$ cat src/rtl/peak_pkg.sv
// Shared types for the frame peak tracker.
// Sample width and the frame FSM state encoding.
package peak_pkg;

    localparam int DATA_W = 3;

    typedef enum logic [1:0] {
        IDLE,
        ACCUM,
        RESULT
    } peak_state_t;

endpackage

$ cat src/rtl/comparator_3bit.sv
// Unsigned 3-bit magnitude comparator.
// Exactly one of GT, EQ, LT is high.
module comparator_3bit (
    input  logic [2:0] A,
    input  logic [2:0] B,
    output logic       GT,
    output logic       EQ,
    output logic       LT
);

    assign GT = A > B;
    assign EQ = A == B;
    assign LT = A < B;

endmodule

$ cat src/rtl/frame_peak_tracker.sv
// Per-frame max/min tracker over a valid/ready sample stream.
// Reports max, min and the number of samples equal to the max.
module frame_peak_tracker
    import peak_pkg::*;
#(
    parameter int FRAME_LEN = 8,
    parameter int CNT_W     = $clog2(FRAME_LEN + 1)
) (
    input  logic              clk,
    input  logic              rst,
    input  logic              in_valid,
    input  logic [DATA_W-1:0] in_data,
    output logic              in_ready,
    output logic              out_valid,
    input  logic              out_ready,
    output logic [DATA_W-1:0] out_max,
    output logic [DATA_W-1:0] out_min,
    output logic [CNT_W-1:0]  out_max_cnt
);

    localparam logic [CNT_W-1:0] LAST = CNT_W'(FRAME_LEN);
    localparam logic [CNT_W-1:0] ONE  = CNT_W'(1);

    peak_state_t       state_q;
    peak_state_t       state_d;
    logic [DATA_W-1:0] max_q;
    logic [DATA_W-1:0] min_q;
    logic [CNT_W-1:0]  max_cnt_q;
    logic [CNT_W-1:0]  seen_q;

    logic gt_max, eq_max, lt_max;
    logic gt_min, eq_min, lt_min;
    logic unused_cmp;

    logic accept;
    logic out_fire;
    logic frame_done;
    logic first;

    comparator_3bit u_cmp_max (
        .A  (in_data),
        .B  (max_q),
        .GT (gt_max),
        .EQ (eq_max),
        .LT (lt_max)
    );

    comparator_3bit u_cmp_min (
        .A  (in_data),
        .B  (min_q),
        .GT (gt_min),
        .EQ (eq_min),
        .LT (lt_min)
    );

    assign unused_cmp = lt_max ^ gt_min ^ eq_min;

    assign in_ready   = state_q != RESULT;
    assign out_valid  = state_q == RESULT;
    assign accept     = in_valid && in_ready;
    assign out_fire   = out_valid && out_ready;
    assign first      = state_q == IDLE;
    // seen_q is zero in IDLE, so this also covers FRAME_LEN == 1
    assign frame_done = (seen_q + ONE) == LAST;

    assign out_max     = max_q;
    assign out_min     = min_q;
    assign out_max_cnt = max_cnt_q;

    always_comb begin
        state_d = state_q;
        unique case (state_q)
            IDLE: begin
                if (accept) state_d = frame_done ? RESULT : ACCUM;
            end
            ACCUM: begin
                if (accept && frame_done) state_d = RESULT;
            end
            RESULT: begin
                if (out_ready) state_d = IDLE;
            end
            default: state_d = IDLE;
        endcase
    end

    always_ff @(posedge clk) begin
        if (rst) begin
            state_q   <= IDLE;
            max_q     <= '0;
            min_q     <= '0;
            max_cnt_q <= '0;
            seen_q    <= '0;
        end else begin
            state_q <= state_d;
            if (out_fire) begin
                seen_q <= '0;
            end else if (accept) begin
                seen_q <= seen_q + ONE;
                if (first) begin
                    max_q     <= in_data;
                    min_q     <= in_data;
                    max_cnt_q <= ONE;
                end else begin
                    if (gt_max) begin
                        max_q     <= in_data;
                        max_cnt_q <= ONE;
                    end else if (eq_max) begin
                        max_cnt_q <= max_cnt_q + ONE;
                    end
                    if (lt_min) min_q <= in_data;
                end
            end
        end
    end

endmodule

$ cat config.mk
export PLATFORM = sky130hd
export DESIGN_NAME = frame_peak_tracker
export DESIGN_NICKNAME = d
export VERILOG_FILES = /design/src/rtl/peak_pkg.sv /design/src/rtl/comparator_3bit.sv /design/src/rtl/frame_peak_tracker.sv
export SDC_FILE = /design/constraint.sdc
export NUM_CORES = 1
export LEC_CHECK = 0
export ABC_AREA = 1
export ABC_CLOCK_PERIOD_IN_PS = 2710
export CAP_MARGIN = 40
export CORE_ASPECT_RATIO = 0.9
export CORE_UTILIZATION = 55
export CTS_CLUSTER_SIZE = 40
export DETAILED_ROUTE_END_ITERATION = 16
export DONT_BUFFER_PORTS = 1
export HOLD_SLACK_MARGIN = 0.06
export PLACE_DENSITY = 0.7
export SYNTH_ARGS = -nofsm -noshare
export SYNTH_HDL_FRONTEND = slang
export SYNTH_SLANG_ARGS = --single-unit
$ cat constraint.sdc
create_clock -name clk -period 2.71 [get_ports clk]
set_input_delay 0.542 -clock clk [delete_from_list [all_inputs] [get_ports clk]]
set_output_delay 0.542 -clock clk [all_outputs]
set_load 0.01 [all_outputs]
# --- After elaboration in Yosys (flattened, before gate mapping) ---
# Cells that the tools add are included.
op_classes:
  n_addsub: 2
  magnitude_cmp: 2
  n_eq_ne: 8
  muxes: 12
  bitwise: 1
  reduce_logical: 12
op_table:
  columns: ["operator", "n"]
  rows:
  - ["$mux W3", 4]
  - ["$mux W4", 3]
  - ["$reduce_and A3 Y1", 4]
  - ["$add A4 B1 Y4 const B", 2]
  - ["$mux W2", 4]
  - ["$pmux W2 S3", 1]
  - ["$eq A4 B4 Y1 const B", 1]
  - ["$ne A2 B1 Y1 const B", 2]
  - ["$ne A2 B2 Y1 const B", 2]
  - ["$reduce_bool A2 Y1", 2]
  - ["$eq A3 B3 Y1", 1]
  - ["$gt A3 B3 Y1", 1]
  - ["$logic_and A1 B1 Y1", 3]
  - ["$lt A3 B3 Y1", 1]
  - ["$reduce_bool A3 Y1", 1]
  - ["$eq A2 B1 Y1 const B", 1]
  - ["$eq A2 B2 Y1 const B", 1]
  - ["$logic_not A2 Y1", 1]
  - ["$reduce_or A2 Y1", 1]
  - ["$not A1 Y1", 1]
word_totals:
  ff_bits: 16

# --- Depth between registers and ports, before layout ---
# Gate-level depths: netlist (run 1).
depth:
  word_depth: 5
  ltp_mapped: 10
  depth_no_buf: 10

# --- By module ---
# Synthesis (run 1) repeated with hierarchy kept, for this count alone.
hier_totals:
  cells_unflattened: 136
  hier_area_um2: 994.7
modules_own_cells:
  columns: ["mod", "n_inst", "cells_per_inst", "area_each_um2", "seq_area_each_um2"]
  rows:
  - ["frame_peak_tracker", 1, 106, 804.5, 320.3]
  - ["comparator_3bit", 2, 15, 95.1, 0.0]

# --- Worst setup path after synthesis (run 1) ---
# Ideal clock, no wire load.
synth_path:
  kind: "input -> register"
  start: "in in_data[2]"
  end: "reg max_q[0] (netlist: out_max[0])"
  setup_ns: 0.070
  t_arrival_ns: 1.469
  slack_ns: 1.171
  path_stages: 8
  n_path_buf: 0
  cell_sequence: "ha_1 a21oi_2 nand2_1 nand2_1 nand2_4 nand2_2 nand2_1 a21oi_1"
synth_via:
  elab_chain_len: 3
synth_lines:
  columns: ["item", "line_no", "rtl"]
  rows:
  - ["start: declaration", "frame_peak_tracker.sv:12", "input logic [DATA_W-1:0] in_data,"]
  - ["$gt A3 B3 Y1", "comparator_3bit.sv:11", "assign GT = A > B;"]
  - ["$reduce_bool A2 Y1 (no source line)", null, null]
  - ["$reduce_and A3 Y1 (no source line)", null, null]
  - ["end signal: assignment", "frame_peak_tracker.sv:100", "max_q <= in_data;"]
  - ["end signal: assignment", "frame_peak_tracker.sv:105", "max_q <= in_data;"]
  - ["end: declaration", "frame_peak_tracker.sv:26", "logic [DATA_W-1:0] max_q;"]
# Every way passes these cells.
# A chain may end at the register's enable or synchronous reset.

# --- Worst setup path after layout (run 1) ---
layout_path:
  start: "reg max_q[2] (netlist: out_max[2])"
  end: "reg max_q[0] (netlist: out_max[0])"
layout_via:
  elab_chain_len: 3
layout_lines:
  columns: ["item", "line_no"]
  rows:
  - ["$gt A3 B3 Y1", "comparator_3bit.sv:11"]
  - ["$reduce_bool A2 Y1 (no source line)", null]
  - ["$reduce_and A3 Y1 (no source line)", null]
# Every way passes these cells.

==> metrics, run 1 <==
final worst path period share 57.37%; CTS tree built; Die Wd 45.95 µm; initial detailed-routing violation count 9; setup bufs post-CTS 0; first-pass GRT wire length around 3.0 mm; cts hold-fix bufs 0; setup violators final 0; vias in the first global route 790; Residual DRC 0; # clock sinks 16; Final Max Slew Viols 0; Rel. slew slack 79.25%; Crit. End Element flip-flop; Starting Density 62.52%; crit-path most repeated cell nand2_1; worst setup path startpoint out_max[2]; Syn Nets 141; nets@finish 144; Num CTS Buffers 3; final hold viol count 0; Simple-Gate Fraction of Synth Area between 30% and 40%; worst skew pair latency between 0.2 and 0.3 ns; Hold Path Class input pin to flip-flop; Worst-path clk slew 0.09 ns; CTS resizes 0; Worst EP required 2.93 ns; register area 320.3 µm²; Synth Area in XOR/XNOR 1.832%; routability cong. 0.8204; Port-buffer cells 0; Cell Pwr Density 540.9 mW/mm²; Achievable Freq 643.1 MHz; Overall Global Routing Usage 21.58%; Post-Syn Instances ~130; most frequent cells in the layout nand2_1 (27), dfxtp_1 (16), inv_1 (14); fill count 151; WL/cell 11.46 µm; GRT Residual Overflow 0; CP Launch Type flip-flop; io pins 19; DR vias 787; Detail Route Antenna Nets 0; Leakage 0.4397 nW; DR vias/cell 5.247; Synth Register Bits 16; worst r2r src out_max[2]; DIE AREA 0.001909 mm²; status completed; Max Cap Viol 0; crit-path cells inv_1, ha_1, a21oi_2, nand2_1, nand2_1, nand2_4, nand2_2, nand2_1, a21oi_1; crit-path max cell delay 0.41 ns; RSZ-0062 raised after global routing no; Distinct cells, synth 28; CTS H-tree lvls 1; hold path cells 1; share of layout cells above drive strength 1 16.41%; critical path class flip-flop to flip-flop; Peak VDD IR 0.3278 mV; Synth Area in Compound Gates 11.39%; average cell area after synthesis ~7.5 µm²; num rows 13; post-synthesis mux area share 0%; setup TNS 0 ns; CP Depth 9; worst-path fanout max 5; HPWL Detailed between 1 and 1.5 mm; minimum clock period 1.555 ns; synthesized-area fraction occupied by adder cells 9.162%; Arrival @ worst endpoint 1.78 ns; most common cell after layout, fill and taps aside nand2_1; skew final 0.002802 ns; Total Power around 530 µW; number of buffer and inverter stages on the critical path 1; Max clock buf depth 2; post-synthesis sequential area ratio 33.51%; area grow syn2layout 3.272%; CTS root buffer clkbuf_4; drt total wl around 1.7 mm; Slew @ Worst Pin 0.3112 ns; drt first pass iters 4; initial antenna violation count 0; largest family of logic cells by synthesized area simple AND/OR/NAND/NOR gates; highest-delay cell along the critical path dfxtp_1; area of the multi-input gates 546.8 µm²; # diodes 0; largest net degree at the start of global routing 11; Std-Cell Core Area 0.001529 mm²; die height 41.55 µm; Synth Cell Area 955.9 µm²; Largest delay share family, worst path simple AND/OR/NAND/NOR gates; Ys Warns 0; R2R cell count 9; Hold Path Origin rst
[per-stage QoR]
stage / setup WS [ns] / hold WS [ns] / cell area, µm² / std cells / utilization, %
2_1_floorplan: 1.171 / 0.4496 / 955.9 / 127 / -
3_3_place_gp: 1.117 / 0.4671 / 964.7 / 147 / 63.09
3_5_place_dp: 1.076 / 0.4719 / 964.7 / 147 / 63.09
4_1_cts: 1.143 / 0.3022 / 987.2 / 150 / 64.57
5_1_grt: 1.005 / 0.2938 / 987.2 / 150 / 64.57
6_report: 1.155 / 0.3142 / 987.2 / 150 / 64.57
[power by group]
group	internal [mW]	switching [mW]	total, mW
Clock	0.0516	0.0712	0.123
Sequential	0.255	0.0242	0.279
Combinational	0.0500	0.0820	0.132
Total	0.357	0.177	0.534
[cell usage after synthesis, drive strengths merged]
master | n | area (µm²)
o21ai | 4 | 23.77
buf | 2 | 18.77
a21oi | 14 | 77.58
a211oi | 1 | 7.510
ha | 7 | 87.58
dfxtp | 16 | 320.3
xor2 | 1 | 8.760
inv | 18 | 70.07
nor3b | 1 | 7.510
xnor2 | 1 | 8.760
nor2 | 11 | 51.30
nand2 | 32 | 147.6
nand3b | 1 | 7.510
nand3 | 12 | 75.07
nand4 | 3 | 25.02
or2 | 3 | 18.77
[flip-flops by register name, summed over array words and instances, names as in the netlist]
name,count
state_q,2
out_max,3
seen_q,4
out_max_cnt,4
out_min,3
[final cells by class]
| class | count | share of cell area [%] |
|---|---|---|
| clock buffers | 3 | 2.281 |
| inverters | 18 | 7.098 |
| multi-input cells | 91 | 55.39 |
| flip-flops and latches | 16 | 32.45 |
| well taps | 22 | 2.788 |
[metal layers]
layer	share of wire (%)	wire [µm]	track usage, %	vias up
met5	0	0	0	-
li1	-	-	-	413
met2	45	769	34.93	19
met1	49	837	24.66	351
met4	1.6	27	8.824	0
met3	4.9	85	8.261	4
[kinds of logic after synthesis]
family          after synthesis
xor+xnor                      2
flops                        16
simple gates                 63
buf+inv                      20
compound gates               19
fa+ha+maj                     7
[worst register-to-register path: cells and delay by family (launching register included)]
kind / cells / cell delay, ns
AOI/OAI and AO/OA: 2 / 0.29
adders and majority gates: 1 / 0.32
and+or+nand+nor: 5 / 0.41
DFF: 1 / 0.41
buffers and inverters: 1 / 0.07
[worst paths after layout]
| kind | slack, ns | end |
|---|---|---|
| setup / recovery | 1.16 | out_max[0] |
| hold / removal | 0.31 | out_max[1] |
| setup reg to reg | 1.16 | out_max[0] |
| hold reg to reg | 0.49 | seen_q[3] |
No activity file was read; power rests on OpenSTA's default activity.
==> inputs of run 2 (changes only) <==
--- a/config.mk
+++ b/config.mk
@@ -6,15 +6,15 @@
 export NUM_CORES = 1
 export LEC_CHECK = 0
 export ABC_AREA = 1
-export ABC_CLOCK_PERIOD_IN_PS = 2710
+export ABC_CLOCK_PERIOD_IN_PS = 1400
 export CAP_MARGIN = 40
 export CORE_ASPECT_RATIO = 0.9
-export CORE_UTILIZATION = 55
+export CORE_UTILIZATION = 54
 export CTS_CLUSTER_SIZE = 40
 export DETAILED_ROUTE_END_ITERATION = 16
 export DONT_BUFFER_PORTS = 1
 export HOLD_SLACK_MARGIN = 0.06
-export PLACE_DENSITY = 0.7
+export PLACE_DENSITY = 0.72
 export SYNTH_ARGS = -nofsm -noshare
 export SYNTH_HDL_FRONTEND = slang
 export SYNTH_SLANG_ARGS = --single-unit
==> constraint.sdc (replaced) <==
create_clock -name clk -period 1.4 [get_ports clk]
set_input_delay 0.28 -clock clk [delete_from_list [all_inputs] [get_ports clk]]
set_output_delay 0.28 -clock clk [all_outputs]
set_load 0.01 [all_outputs]
==> run 2 against run 1 <==
Final cell count up 5.3%; clock-buffer cell count unchanged; global-route usage down 0.59 points; final area up 11%; largest cell class unchanged.
==> metrics, run 2 (synthesis results as in run 1) <==
status completed; GR Util met3 6.087% (-2.2 points); Slew @ Worst Pin 0.3258 ns (+0.01456 ns); Crit. End Element flip-flop; Placed Instances 154 (+4.8%); setup violators final 0 (unchanged); CP Launch Type flip-flop; P_int 733.0 µW (+110%); final worst path period share 94.70% (+37 points); final hold viol count 0 (unchanged); Starting Density 57.44% (-5.1 points); Rel. slew slack 78.28% (-0.97 points); Peak VDD IR 0.5283 mV (+61%); Achievable Freq 754.3 MHz (+17%); io pins 19 (unchanged); CTS H-tree lvls 1 (unchanged); Hold Path Origin rst; critical path class flip-flop to flip-flop; Num CTS Buffers 3 (unchanged); GRT Residual Overflow 0 (unchanged); setup TNS 0 ns (unchanged); Overall Global Routing Usage 20.99% (-0.59 points); routability cong. 0.8059 (-1.8%); Max Cap Viol 0 (unchanged); largest net degree at the start of global routing 9 (-2); die height 41.92 µm (+0.88%); Clk network pwr share 21.7% (-1.3 points); area grow syn2layout 14.27%; routing usage on met2 31.39% (-3.5 points); Die Wd 46.35 µm (+0.88%); Leakage 0.4780 nW (+8.7%); worst r2r src out_min[2]; setup bufs post-CTS 0 (unchanged); minimum clock period 1.326 ns (-0.2291 ns); vias in the first global route 758 (-4.1%); worst hold slack 0.1413 ns (-0.1729 ns); Finished Layout Cells 158 (+5.3%); Cell Pwr Density 1012 mW/mm² (+87%); grt peak-use layer met2; Port-buffer cells 0 (unchanged); DIE AREA 0.001943 mm² (+1.8%); drt first pass iters 4 (unchanged); drt total wl 1.854 mm (+7.9%); HPWL Detailed 1.411 mm (+0.60%); DR vias 839 (+6.6%); switching power 372.6 µW (+110%); worst setup path startpoint out_min[2]; most frequent cells in the layout nand2_1 (26), inv_1 (14), dfxtp_1 (14); CTS tree built; most common cell after layout, fill and taps aside nand2_1; Flop pwr share 48.0% (-4.3 points); Std-Cell Core Area 0.001664 mm² (+8.8%); nets@finish 150 (+4.2%); worst-path fanout max 4 (-1); Max clock buf depth 2 (unchanged); RSZ-0062 raised after global routing yes; Detail Route Antenna Nets 0 (unchanged); Hold Path Class input pin to flip-flop; DR vias/cell 5.310 (+1.2%); Net Sw Frac 33.70% (+0.48 points); Worst EP required 1.58 ns (-1.35 ns); initial detailed-routing violation count 18 (+9); skew final 0.001492 ns (-0.001311 ns); # diodes 0 (unchanged); Residual DRC 0 (unchanged); # clock sinks 16 (unchanged); combinational power share 30.3% (+5.6 points); fill count 142 (-6.0%); met1 usage 27.55% (+2.9 points); Arrival @ worst endpoint 1.51 ns (-0.27 ns); share of layout cells above drive strength 1 23.88% (+7.5 points); first-pass GRT wire length 2.925 mm (-3.2%); num rows 14 (+1); Worst-path clk slew 0.09 ns (about the same); initial antenna violation count 0 (unchanged); Final Max Slew Viols 0 (unchanged); CTS root buffer clkbuf_4; WL/cell 11.73 µm (+2.4%); worst skew pair latency 0.28 ns (about the same)
run 2: cell types whose count changed in the layout (fill, tap and decap cells not counted), sizes merged:
cell / before / now
buf: 0 / 5
dlygate4sd3: 0 / 1
run 2: worst paths after layout:
check             cells after the start  slack (ns)             end
setup / recovery                      8        0.07      out_min[0]
hold / removal                        3        0.14  out_max_cnt[2]
setup reg to reg                      8        0.07      out_min[0]
hold reg to reg                       2        0.50       seen_q[0]
run 2: worst max-delay path, cell delays in order (launching register included):
cell,delay (ns)
dfxtp_1,0.34
inv_1,0.04
ha_1,0.27
a21oi_1,0.14
nand2_1,0.07
nand2_1,0.05
nand2_1,0.09
o21ai_0,0.16
nor2_1,0.06
run 2: through the flow:
step	setup slack [ns]	power [mW]	utilization (%)	instance area, µm²
4_1_cts	0.03706	1.083	63.16	1051
3_5_place_dp	-0.008653	0.8319	60.45	1006
2_1_floorplan	0.02737	0.7818	-	957.2
6_report	0.07427	1.106	65.64	1092
3_3_place_gp	0.02660	0.8170	60.45	1006
5_1_grt	-0.008526	1.178	65.64	1092
run 2: timing repair:
item,4_1_cts,5_1_grt
hold endpoints to repair,7,0
pin swaps,1,0
setup endpoints to repair,4,8
gates resized for setup,1,9
hold buffers,1,0
run 2: layout make-up:
cell class	count	area, µm²	share of cell area [%]
multi-input cells	91	599.3	54.87
clock buffers	3	22.52	2.062
inverters	18	70.07	6.415
well taps	24	30.03	2.749
repair buffers	6	47.55	4.353
flip-flops and latches	16	322.8	29.55
run 2: routing by layer:
layer  vias to the layer above  wire length, µm
met5                         -                0
met4                         0               10
met3                         2              104
met2                        21              870
met1                       381              869
li1                        435                -
run 2: power by group through the flow:
stage	clock network [mW]	registers (mW)	logic, mW
6_report	0.240	0.531	0.335
5_1_grt	0.267	0.537	0.375
4_1_cts	0.251	0.529	0.303
3_5_place_dp	0	0.539	0.293
3_3_place_gp	0	0.538	0.279
2_1_floorplan	0	0.544	0.238
